<file path="src/rtl/hamming_enc_engine.sv">
// rtl/hamming_enc_engine.sv - SECDED Hamming encoder engine for the data-memory port
//
// Reads NUM_MSG 11-bit messages from SRC_BASE (lo byte, then hi[2:0]) and writes
// 16-bit codewords {d[11:5],p8,d[4:2],p4,d[1],p2,p1,p0} to DST_BASE (lo byte first).
// Five cycles per message: RD_LO, RD_HI, CALC, WR_LO, WR_HI; one FIN cycle per run.
//
// Ports:
//   clk        system clock, all state on posedge
//   reset      asynchronous active-high reset
//   start      run request, sampled only in IDLE
//   inj_en     single-bit error injection enable (HAMMING_ENC_INJECT_EN only)
//   inj_pos    codeword bit to flip when injecting (HAMMING_ENC_INJECT_EN only)
//   busy       run in progress (memory granted to the engine)
//   done       sticky completion flag, cleared by reset or the next accepted start
//   mem_addr   memory address (read or write)
//   mem_rdata  read data, valid the cycle after mem_addr
//   mem_wdata  write data
//   mem_we     byte write strobe
//
// Optional feature macro: HAMMING_ENC_INJECT_EN (adds inj_en/inj_pos).

module hamming_enc_engine #(
  parameter int NUM_MSG  = 15,
  parameter int SRC_BASE = 0,
  parameter int DST_BASE = 30,
  parameter int AW       = 8
) (
  input  logic          clk,
  input  logic          reset,
  input  logic          start,
`ifdef HAMMING_ENC_INJECT_EN
  input  logic          inj_en,
  input  logic [3:0]    inj_pos,
`endif
  output logic          busy,
  output logic          done,
  output logic [AW-1:0] mem_addr,
  input  logic [7:0]    mem_rdata,
  output logic [7:0]    mem_wdata,
  output logic          mem_we
);

  typedef enum logic [2:0] {IDLE, RD_LO, RD_HI, CALC, WR_LO, WR_HI, FIN} state_t;

  localparam logic [6:0] LAST_IDX = 7'(NUM_MSG - 1);

  state_t        state, state_nxt;
  logic [6:0]    idx;
  logic [7:0]    lo_q;
  logic [15:0]   cw_q;
  logic [11:1]   d;
  logic          p8, p4, p2, p1, p0;
  logic [15:0]   cw, cw_out;
  logic          last;
  logic [AW-1:0] src_addr, dst_addr;

  assign last     = (idx == LAST_IDX);
  // Address arithmetic wraps modulo 2^AW.
  assign src_addr = AW'(SRC_BASE) + AW'({idx, 1'b0});
  assign dst_addr = AW'(DST_BASE) + AW'({idx, 1'b0});

  // In CALC mem_rdata holds the hi byte; only its low 3 bits carry data.
  always_comb begin
    d  = {mem_rdata[2:0], lo_q};
    p8 = ^d[11:5];
    p4 = (^d[11:8]) ^ (^d[4:2]);
    p2 = ^{d[11], d[10], d[7], d[6], d[4], d[3], d[1]};
    p1 = ^{d[11], d[9], d[7], d[5], d[4], d[2], d[1]};
    p0 = (^d) ^ p8 ^ p4 ^ p2 ^ p1;
    cw = {d[11:5], p8, d[4:2], p4, d[1], p2, p1, p0};
  end

`ifdef HAMMING_ENC_INJECT_EN
  // Parity above is always taken from clean data; the flip is applied afterwards.
  assign cw_out = inj_en ? (cw ^ (16'b1 << inj_pos)) : cw;
`else
  assign cw_out = cw;
`endif

  always_ff @(posedge clk or posedge reset) begin
    if (reset) begin
      state <= IDLE;
      idx   <= '0;
      lo_q  <= '0;
      cw_q  <= '0;
      busy  <= 1'b0;
      done  <= 1'b0;
    end else begin
      state <= state_nxt;
      case (state)
        IDLE: if (start) begin
          idx  <= '0;
          done <= 1'b0;
          busy <= 1'b1;
        end
        RD_HI: lo_q <= mem_rdata;
        CALC:  cw_q <= cw_out;
        WR_HI: if (!last) idx <= idx + 7'd1;
        FIN: begin
          busy <= 1'b0;
          done <= 1'b1;
        end
        default: ;
      endcase
    end
  end

  // Memory outputs decode straight from state, so a reset drops mem_we immediately.
  always_comb begin
    state_nxt = state;
    mem_addr  = '0;
    mem_we    = 1'b0;
    mem_wdata = '0;
    case (state)
      IDLE:  if (start) state_nxt = RD_LO;
      RD_LO: begin
        mem_addr  = src_addr;
        state_nxt = RD_HI;
      end
      RD_HI: begin
        mem_addr  = src_addr + AW'(1);
        state_nxt = CALC;
      end
      CALC:  state_nxt = WR_LO;
      WR_LO: begin
        mem_we    = 1'b1;
        mem_addr  = dst_addr;
        mem_wdata = cw_q[7:0];
        state_nxt = WR_HI;
      end
      WR_HI: begin
        mem_we    = 1'b1;
        mem_addr  = dst_addr + AW'(1);
        mem_wdata = cw_q[15:8];
        state_nxt = last ? FIN : RD_LO;
      end
      FIN:     state_nxt = IDLE;
      default: state_nxt = IDLE;
    endcase
  end

endmodule

</file>
<file path="config.mk">
export PLATFORM = sky130hd
export DESIGN_NAME = hamming_enc_engine
export DESIGN_NICKNAME = d
export VERILOG_FILES = /design/src/rtl/hamming_enc_engine.sv
export SDC_FILE = /design/constraint.sdc
export NUM_CORES = 1
export LEC_CHECK = 0
export ABC_AREA = 1
export BUFFER_PORTS_ARGS = -buffer_cell sky130_fd_sc_hd__buf_2
export CAP_MARGIN = 0
export CORE_UTILIZATION = 50
export CTS_BUF_LIST = sky130_fd_sc_hd__clkbuf_4
export DETAILED_ROUTE_END_ITERATION = 16
export PLACE_DENSITY_LB_ADDON = 0.05
export SLEW_MARGIN = 20
export SYNTH_ARGS = -nofsm -noshare
export SYNTH_HDL_FRONTEND = slang
export SYNTH_SLANG_ARGS = --single-unit
</file>
<file path="constraint.sdc">
create_clock -name clk -period 1.5 [get_ports clk]
set_input_delay 0.075 -clock clk [delete_from_list [all_inputs] [get_ports clk]]
set_output_delay 0.075 -clock clk [all_outputs]
set_load 0.05 [all_outputs]
</file>
## Word level (Yosys, flattened, before mapping)

Index checks and enable logic that the tools add are counted.

- Register bits: 36
- Bits of input ports: 11
- Output and inout bits: 19

- $add $sub $neg: 4
- Eq/ne operators: 9
- Muxes and demuxes: 13
- Bitwise gates (word level): 5
- Reduce and logical (&&, ||, !) cells: 12

Operators by type and width:

| kind | count |
|---|---|
| 8-bit one-hot mux with 4 select lines | 1 |
| 7-bit parity | 3 |
| 3-bit one-hot mux with 6 select lines | 1 |
| 8-bit by 1-bit adder with 8-bit output, second input constant | 2 |
| 8-bit one-hot mux with 2 select lines | 1 |
| 7-bit two-way mux | 2 |
| 7-bit one-hot mux with 2 select lines | 1 |
| 11-bit parity | 1 |
| 3-bit == test, second input constant | 3 |
| 5-bit by 8-bit adder with 8-bit output, first input constant | 1 |
| 7-bit by 1-bit adder with 7-bit output, second input constant | 1 |
| 7-bit by 4-bit == test with 1-bit output, second input constant | 1 |
| 3-bit by 2-bit == test with 1-bit output, second input constant | 2 |
| 3-bit two-way mux | 2 |
| 1-bit XOR | 5 |
| 2-bit != test, second input constant | 2 |
| 1-bit one-hot mux with 2 select lines | 2 |
| 2-bit nonzero test | 2 |
| 4-bit parity | 1 |
| 3-bit by 1-bit == test with 1-bit output, second input constant | 1 |
| 3-bit zero test | 1 |
| 1-bit two-way mux | 3 |
| 3-bit AND reduction | 1 |
| 3-bit parity | 1 |
| other kinds (2) | 2 |

## Logic depth before layout (Yosys ltp)

Gate-level depths: netlist of run 1.

- Depth after elaboration: 5
- Depth in mapped cells: 14
- Gate-level depth less buffers: 13

## Least setup slack after synthesis of run 1

OpenSTA, ideal clock, no wires.

- Path type: register to output
- Start: reg state[2]
- End: out mem_wdata[1]
- Data arrival time: 2.295 ns
- Data required time: 1.425 ns
- Setup slack: -0.870 ns
- Cell stages (with the launch flop): 7
- Buffers on the path: 2
- Path through: dfrtp_1 -> buf_6 -> inv_2 -> nor2_4 -> nand2_2 -> buf_2 -> o21ai_0

- Longest elaborated chain between the ends: 2
- Elaborated cells between the ends (all ways): 3
- Those cells by class: eq/ne: 2; mux: 1

Ends and longest elaborated chain:

| element | RTL line | text |
|---|---|---|
| start: declaration | 47 | `state_t state, state_nxt;` |
| start signal: assignment | 89 | `state <= state_nxt;` |
| 3-bit == test | 114 | `case (state)` |
| 8-bit one-hot mux with 2 select lines (*) | 114 |  |
| end: declaration | 39 | `output logic [7:0] mem_wdata,` |

Mark *: on every way between the ends. The rest lies on a longest branch, timed or not.

## Worst setup path after layout of run 1

- Start: reg state[1]
- End: out mem_addr[3]

- Longest elaborated chain between the ends: 2
- Elaborated cells between the ends (all ways): 5
- Those cells by class: eq/ne: 4; mux: 1

Ends and longest elaborated chain:

| element | RTL line | text |
|---|---|---|
| 3-bit == test, or another cell as far along | 114 |  |
| 8-bit one-hot mux with 4 select lines (*) | 114 |  |
| end: declaration | 37 | `output logic [AW-1:0] mem_addr,` |

Marks and branches as above.

==> metrics.cfg, run 1 <==
[finish]
drive_above_1_share_pct = 41.08
antenna_cells = 0
area_growth_syn_to_layout_pct = 56.35
postLayoutCellArea_um2 = 3603
filler_cell_count = 267
nets = 440

[critical_path]
cp_cell_sequence = nor2_4 -> buf_6 -> clkinvlp_4 -> o22ai_4 -> buf_6
cp-end-kind = output pin
slowest_stage = dfrtp_2
cp_num_buf_inv = 3
cp_top_family = buffers and inverters
cp_common_cell = buf_6
arrival_ps = 1760
rr_worst_depth = 8
cp.required_ps = 1420
crit_fanout = 5
reg2reg_to = idx[3]$_DFFE_PP0P_
critPathLaunchType = flop
cpPeakStageDelay_ps = 470
r2r-start = state[1]$_DFFE_PP0P_
rrSetupSlack_ps = -290
critical_path_class = reg -> out

[global_routing]
grt_util_all_layers_pct = 26.68
busiest_layer = met2
gr-total-overflow = 0
met3_usage_pct = 4.040
grt_max_degree = 37
grt_pass1_wl_mm = 10.35
met2_usage_pct = 47.86
grt_use_met1_pct = 33.21
antenna_found_initial = 0
grt_pass1_vias = 2254

[synthesis]
ys_seq_elements = 36
synth.area.top_cells = dfrtp_1, nand2_1, inv_1, o21ai_0, nand3_1
yosys_warnings = 0
synth_area_per_cell_um2 = 6.799
synth_top_cell_area_share_pct = 39.09
synth_cells = 339
async_reset_ff_share_pct = 100.0
ys_types = 25
syn-cell-area_um2 = 2305
yosysSeqAreaShare_pct = 39.09
synth_most_common_cell = nand2_1
synth_edf_count = 0
yosysTopAreaCell = dfrtp_1
synth_commonest_cells = nand2_1, dfrtp_1, inv_1, o21ai_0
synth_top_flop_cell = dfrtp_1
synthesis.nets = 353

[timing]
relSlewSlack_pct = 68.78
fin_tns_setup_ps = -5251
setup_viol_count_final = 23
worstMarginPinSlew_ps = 468.3
fin_crit_sh_pct = 122.6
skew_ps = 11.73
grt_setup_unrepaired = yes
hold_violations = 0
fin_crit_ps = 1839
drv_slew = 0
fmax_ghz = 0.5438
layout_setup_ws_ps = -339.0

[power]
seqPwrFrac_pct = 22.5
intPower_uw = 3991
clkPwrFrac_pct = 6.3
p_comb_share_pct = 71.3
p_sw_share_pct = 50.87
powerDensity_nw_per_um2 = 2254
power.switching_uw = 4132
worst_ir_drop_vdd_v = 0.001250
p_leak_uw = 0.001720

[worst_hold_path]
min_from = mem_rdata[2]
holdPathStages = 3
hold_end = cw_q[15]$_DFFE_PP0P_
hold_path_class = in -> reg

[clocking]
cts_buffers = 5
htreeDepth = 2
cts_tree = done
clkLatencyLatePin_ps = 340
clock-sinks = 36
ctsRootBufferMaster = clkbuf_4
clock_path_buffers = 2
clkTransAtPathRegs_ps = 100

[placed_design]
dp_slack_ps = -54.19
place.gp.congestion = 0.8700
place_area_um2 = 2889
io_buffers = 29
hpwl_mm = 4.198

[routing]
vias_per_cell = 5.236
wl_per_cell_um = 14.36
drt_iter0_drc = 147
antenna_left = 0
drc = 0
vias = 2503
dr.pass1.iters = 4
drt_wl_total_mm = 6.865

[floorplan]
rows = 24
die-area_um2 = 4885
core_area_um2 = 4384
die_y_um = 69.89
initial_utilization_pct = 52.57
fp.dieW_um = 69.89
ios = 30

[run_status]
run_status = finished, violations left
violations = negative setup slack

[flow_run]
maxCapViolCount = 0

[per-layer routing]
| metal | vias up | wire (µm) | share of wire (%) |
|---|---|---|---|
| li1 | 1240 | - | - |
| met1 | 1191 | 2830 | 41 |
| met2 | 57 | 3664 | 53 |
| met3 | 15 | 266 | 3.9 |
| met4 | 0 | 105 | 1.5 |
| met5 | - | 0 | 0 |
[power by group through the flow]
stage                     logic, µW  clock network (µW)  registers, µW
after global routing           6270                 556           1870
final                          5790                 509           1820
after floorplan                3260                   0           1750
after CTS                      4960                 521           1790
after global placement         4190                   0           1750
after detailed placement       4280                   0           1770
[state kept, by name (all words and copies together), names as in the netlist]
register  count
cw_q         16
lo_q          8
idx           7
state         3
busy          1
done          1
[through the flow]
step	utilization [%]	total power (µW)	std cells	hold WS (ps)
detailed placement	65.90	6055	439	216.4
finish	82.19	8123	478	40.50
floorplan	-	5009	339	196.0
CTS	76.17	7275	462	36.50
global route	82.19	8702	478	36.26
global placement	65.90	5940	439	204.5
[cell families after synthesis]
kind of cell	after synthesis	share of synthesized area [%]
AOI/OAI and AO/OA	51	12.32
DFF	36	39.09
buffers and inverters	51	8.958
xor gates and xnor gates	11	4.180
adders and majority gates	3	1.629
and+or+nand+nor	187	33.82
[layout make-up]
class | instances | area, µm² | share of cell area (%)
Sequential cell | 36 | 912.1 | 25.31
Multi-Input combinational cell | 252 | 1603 | 44.48
Tap cell | 52 | 65.06 | 1.806
Clock inverter | 1 | 5.005 | 0.1389
Clock buffer | 6 | 45.04 | 1.250
Inverter | 44 | 181.4 | 5.035
Timing Repair Buffer | 87 | 792.0 | 21.98
[how the worst max path moves through the flow]
stage / from / endpoint / cells past startpoint
2_1_floorplan: state[2]$_DFFE_PP0P_ / mem_addr[2] / 5
5_1_grt: state[2]$_DFFE_PP0P_ / mem_addr[3] / 6
4_1_cts: state[0]$_DFFE_PP0P_ / mem_addr[7] / 6
3_3_place_gp: state[2]$_DFFE_PP0P_ / mem_addr[6] / 5
6_report: state[1]$_DFFE_PP0P_ / mem_addr[3] / 5
3_5_place_dp: state[2]$_DFFE_PP0P_ / mem_addr[4] / 5
[layout by cell type (no fill, tap or decap), drive strengths merged]
master	count
dlygate4sd3	7
nor2	7
nand3	16
a21oi	5
inv	42
o21ai	33
xnor2	4
nor4	1
nand2	157
dfrtp	36
a211oi	1
ha	3
nor3	6
o22ai	12
clkinvlp	1
buf	80
clkbuf	6
clkinv	2
xor2	7
[tightest hold or removal path, stage by stage]
cell,delay (ps)
buf_2,140
nand2_1,70
o21ai_1,50
[what timing repair did]
action,4_1_cts,5_1_grt
hold buffers,7,0
endpoints found under the setup margin,18,27
setup buffers,9,18
pin swaps,7,21
gates resized for setup,64,54
hold endpoints to repair,42,0
No activity file was read; power rests on OpenSTA's default activity.
==> inputs of run 2 (changes only) <==
--- a/config.mk
+++ b/config.mk
@@ -5,7 +5,6 @@
 export SDC_FILE = /design/constraint.sdc
 export NUM_CORES = 1
 export LEC_CHECK = 0
-export ABC_AREA = 1
 export BUFFER_PORTS_ARGS = -buffer_cell sky130_fd_sc_hd__buf_2
 export CAP_MARGIN = 0
 export CORE_UTILIZATION = 50
==> run 2 against run 1 <==
Compared with the run above: sequential share of layout area shrank 0.23 points; maximum frequency shrank 12%; count of clock-buffer cells in the layout shrank 1; the flow still finishes with violations (negative setup slack); register-to-register slack lost 140 ps; setup slack lost 250 ps; combinational power grew 17%; synthesized cell count shrank 43%; global-route usage grew 3.4 points; clock power grew 42%; area after synthesis shrank 10%; core utilization grew 8.0 points; clock skew grew 3.9 ps.
==> metrics.cfg, run 2 <==
[synthesis]
ys_seq_elements = 36
synth_cells = 194
synth_top_flop_cell = dfrtp_1
async_reset_ff_share_pct = 100.0
ys_types = 38
synth_commonest_cells = dfrtp_1, mux2_2, nor2_1, o21ai_0, xnor2_1
synth_most_common_cell = dfrtp_1
synth.area.top_cells = dfrtp_1, mux2_2, xnor2_1, mux2i_1, nor2_1
yosys_warnings = 0
yosysTopAreaCell = dfrtp_1
yosysSeqAreaShare_pct = 43.53
synth_top_cell_area_share_pct = 43.53
synth_edf_count = 0
syn-cell-area_um2 = 2069
synth_area_per_cell_um2 = 10.67
synthesis.nets = 208

[timing]
fin_crit_ps = 2085
fin_crit_sh_pct = 139.0
worstMarginPinSlew_ps = 489.7
fmax_ghz = 0.4795
skew_ps = 15.65
layout_setup_ws_ps = -585.4
relSlewSlack_pct = 67.35
setup_viol_count_final = 49
hold_violations = 0
drv_slew = 0
grt_setup_unrepaired = yes

[floorplan]
fp.dieW_um = 66.34
rows = 23
core_area_um2 = 4000
initial_utilization_pct = 51.74
ios = 30
die_y_um = 66.34
die-area_um2 = 4400

[clocking]
clock_path_buffers = 2
clock-sinks = 36
clkTransAtPathRegs_ps = 130
clkLatencyLatePin_ps = 360
htreeDepth = 2
ctsRootBufferMaster = clkbuf_4
cts_tree = done
cts_buffers = 5

[critical_path]
cp_top_family = flip-flops
arrival_ps = 2010
cp.required_ps = 1420
slowest_stage = dfrtp_1
cpPeakStageDelay_ps = 430
crit_fanout = 3
cp-end-kind = output pin
cp_cell_sequence = inv_2 -> ha_4 -> or3b_4 -> a31oi_1 -> o21ai_1 -> o21ai_4 -> buf_6
critical_path_class = reg -> out
cp_num_buf_inv = 2
critPathLaunchType = flop

[finish]
nets = 299
area_growth_syn_to_layout_pct = 74.30
filler_cell_count = 159
final_common_cell = buf_4
fin_util_pct = 90.18
largest_reg_flops = 16
stdcell_count = 336
drive_above_1_share_pct = 64.34
regMostFlops = cw_q
layout_common_cells = buf_4, dfrtp_1, buf_6
postLayoutCellArea_um2 = 3607
antenna_cells = 0
top_regs = cw_q x16, lo_q x8, idx x7

[placed_design]
hpwl_mm = 3.512
io_buffers = 29
place.gp.congestion = 0.8189
dp.cells = 297
place_area_um2 = 2628

[routing]
wl_per_cell_um = 21.59
drc = 0
vias_per_cell = 5.777
vias = 1941
drt_wl_total_mm = 7.254
dr.pass1.iters = 4
drt_iter0_drc = 132
antenna_left = 0

[run_status]
violations = negative setup slack
run_status = finished, violations left

[power]
total_power_uw = 9326
worst_ir_drop_vdd_v = 0.002033
p_comb_share_pct = 72.3
p_leak_uw = 0.001686
seqPwrFrac_pct = 19.9
powerDensity_nw_per_um2 = 2585
p_sw_share_pct = 41.57
power.switching_uw = 3877
clkPwrFrac_pct = 7.7
intPower_uw = 5449

[global_routing]
grt_util_all_layers_pct = 30.13
grt_pass1_wl_mm = 9.535
grt_pass1_vias = 1931
antenna_found_initial = 0
gr-total-overflow = 0
grt_max_degree = 37

[worst_hold_path]
hold_path_class = in -> reg

[flow_run]
maxCapViolCount = 0

[run 2: cell type report]
| class | count | area [µm²] | area share, % |
|---|---|---|---|
| clock buffers | 5 | 37.54 | 1.041 |
| clock inverters | 3 | 42.54 | 1.179 |
| inverters | 5 | 22.52 | 0.6243 |
| multi-input cells | 139 | 1574 | 43.64 |
| flip-flops and latches | 36 | 904.6 | 25.08 |
| well taps | 50 | 62.56 | 1.734 |
| repair buffers | 98 | 963.4 | 26.71 |
[run 2: cell families (layout without fill, tap and decap cells)]
group | count (synthesis) | count (layout) | share of synthesized area [%]
DFF | 36 | 36 | 43.53
xor gates and xnor gates | 24 | 24 | 14.69
muxes | 30 | 30 | 15.84
and+or+nand+nor | 55 | 55 | 13.18
adders and majority gates | 3 | 3 | 1.814
AOI/OAI and AO/OA | 27 | 27 | 7.315
buffers and inverters | 19 | 111 | 3.627
[run 2: path summary, 6_finish.rpt]
check	from	endpoint	slack [ps]	cells after the start
setup / recovery	idx[0]$_DFFE_PP0P_	mem_addr[7]	-590	7
hold / removal	start	busy$_DFFE_PP0P_	70	3
setup reg to reg	idx[0]$_DFFE_PP0P_	idx[2]$_DFFE_PP0P_	-430	7
hold reg to reg	cw_q[9]$_DFFE_PP0P_	cw_q[9]$_DFFE_PP0P_	530	1
max in group asynchronous	reset	state[0]$_DFFE_PP0P_	740	4
min in group asynchronous	reset	cw_q[10]$_DFFE_PP0P_	380	4
[run 2: per-stage QoR]
step | hold WS (ps) | setup TNS [ps] | setup slack (ps)
floorplan | 225.6 | -4669 | -357.9
finish | 73.08 | -8877 | -585.4
detailed placement | 216.0 | -2355 | -339.6
global route | 94.20 | -10160 | -634.9
CTS | 56.89 | -8097 | -487.9
global placement | 195.2 | -1816 | -294.7
[run 2: what timing repair did]
item	4_1_cts	5_1_grt
resized for setup	94	69
setup endpoints to repair	28	51
endpoints found under the hold margin	41	0
buffers inserted	17	12
cloned	3	0
hold buffers	6	0
pin swaps	13	20
[run 2: worst register-to-register path: stages (launching register included)]
cell	delay, ps
dfrtp_1	430
inv_2	100
buf_4	130
ha_4	120
or4b_4	500
o211ai_1	250
xor2_1	230
nor2_1	70
[run 2: power groups by stage]
stage	combinational (µW)	clock [µW]	sequential [µW]
detailed placement	4380	0	1730
finish	6750	723	1860
global route	7040	765	1890
CTS	5800	732	1760
global placement	4290	0	1690
floorplan	3170	0	1700
[run 2: per-layer routing]
metal | up-vias | track usage, % | wire length [µm]
met5 | - | 0 | 0
met4 | 0 | 12.23 | 217
met3 | 21 | 7.069 | 392
met2 | 88 | 48.47 | 3785
met1 | 981 | 38.89 | 2858
li1 | 851 | - | -
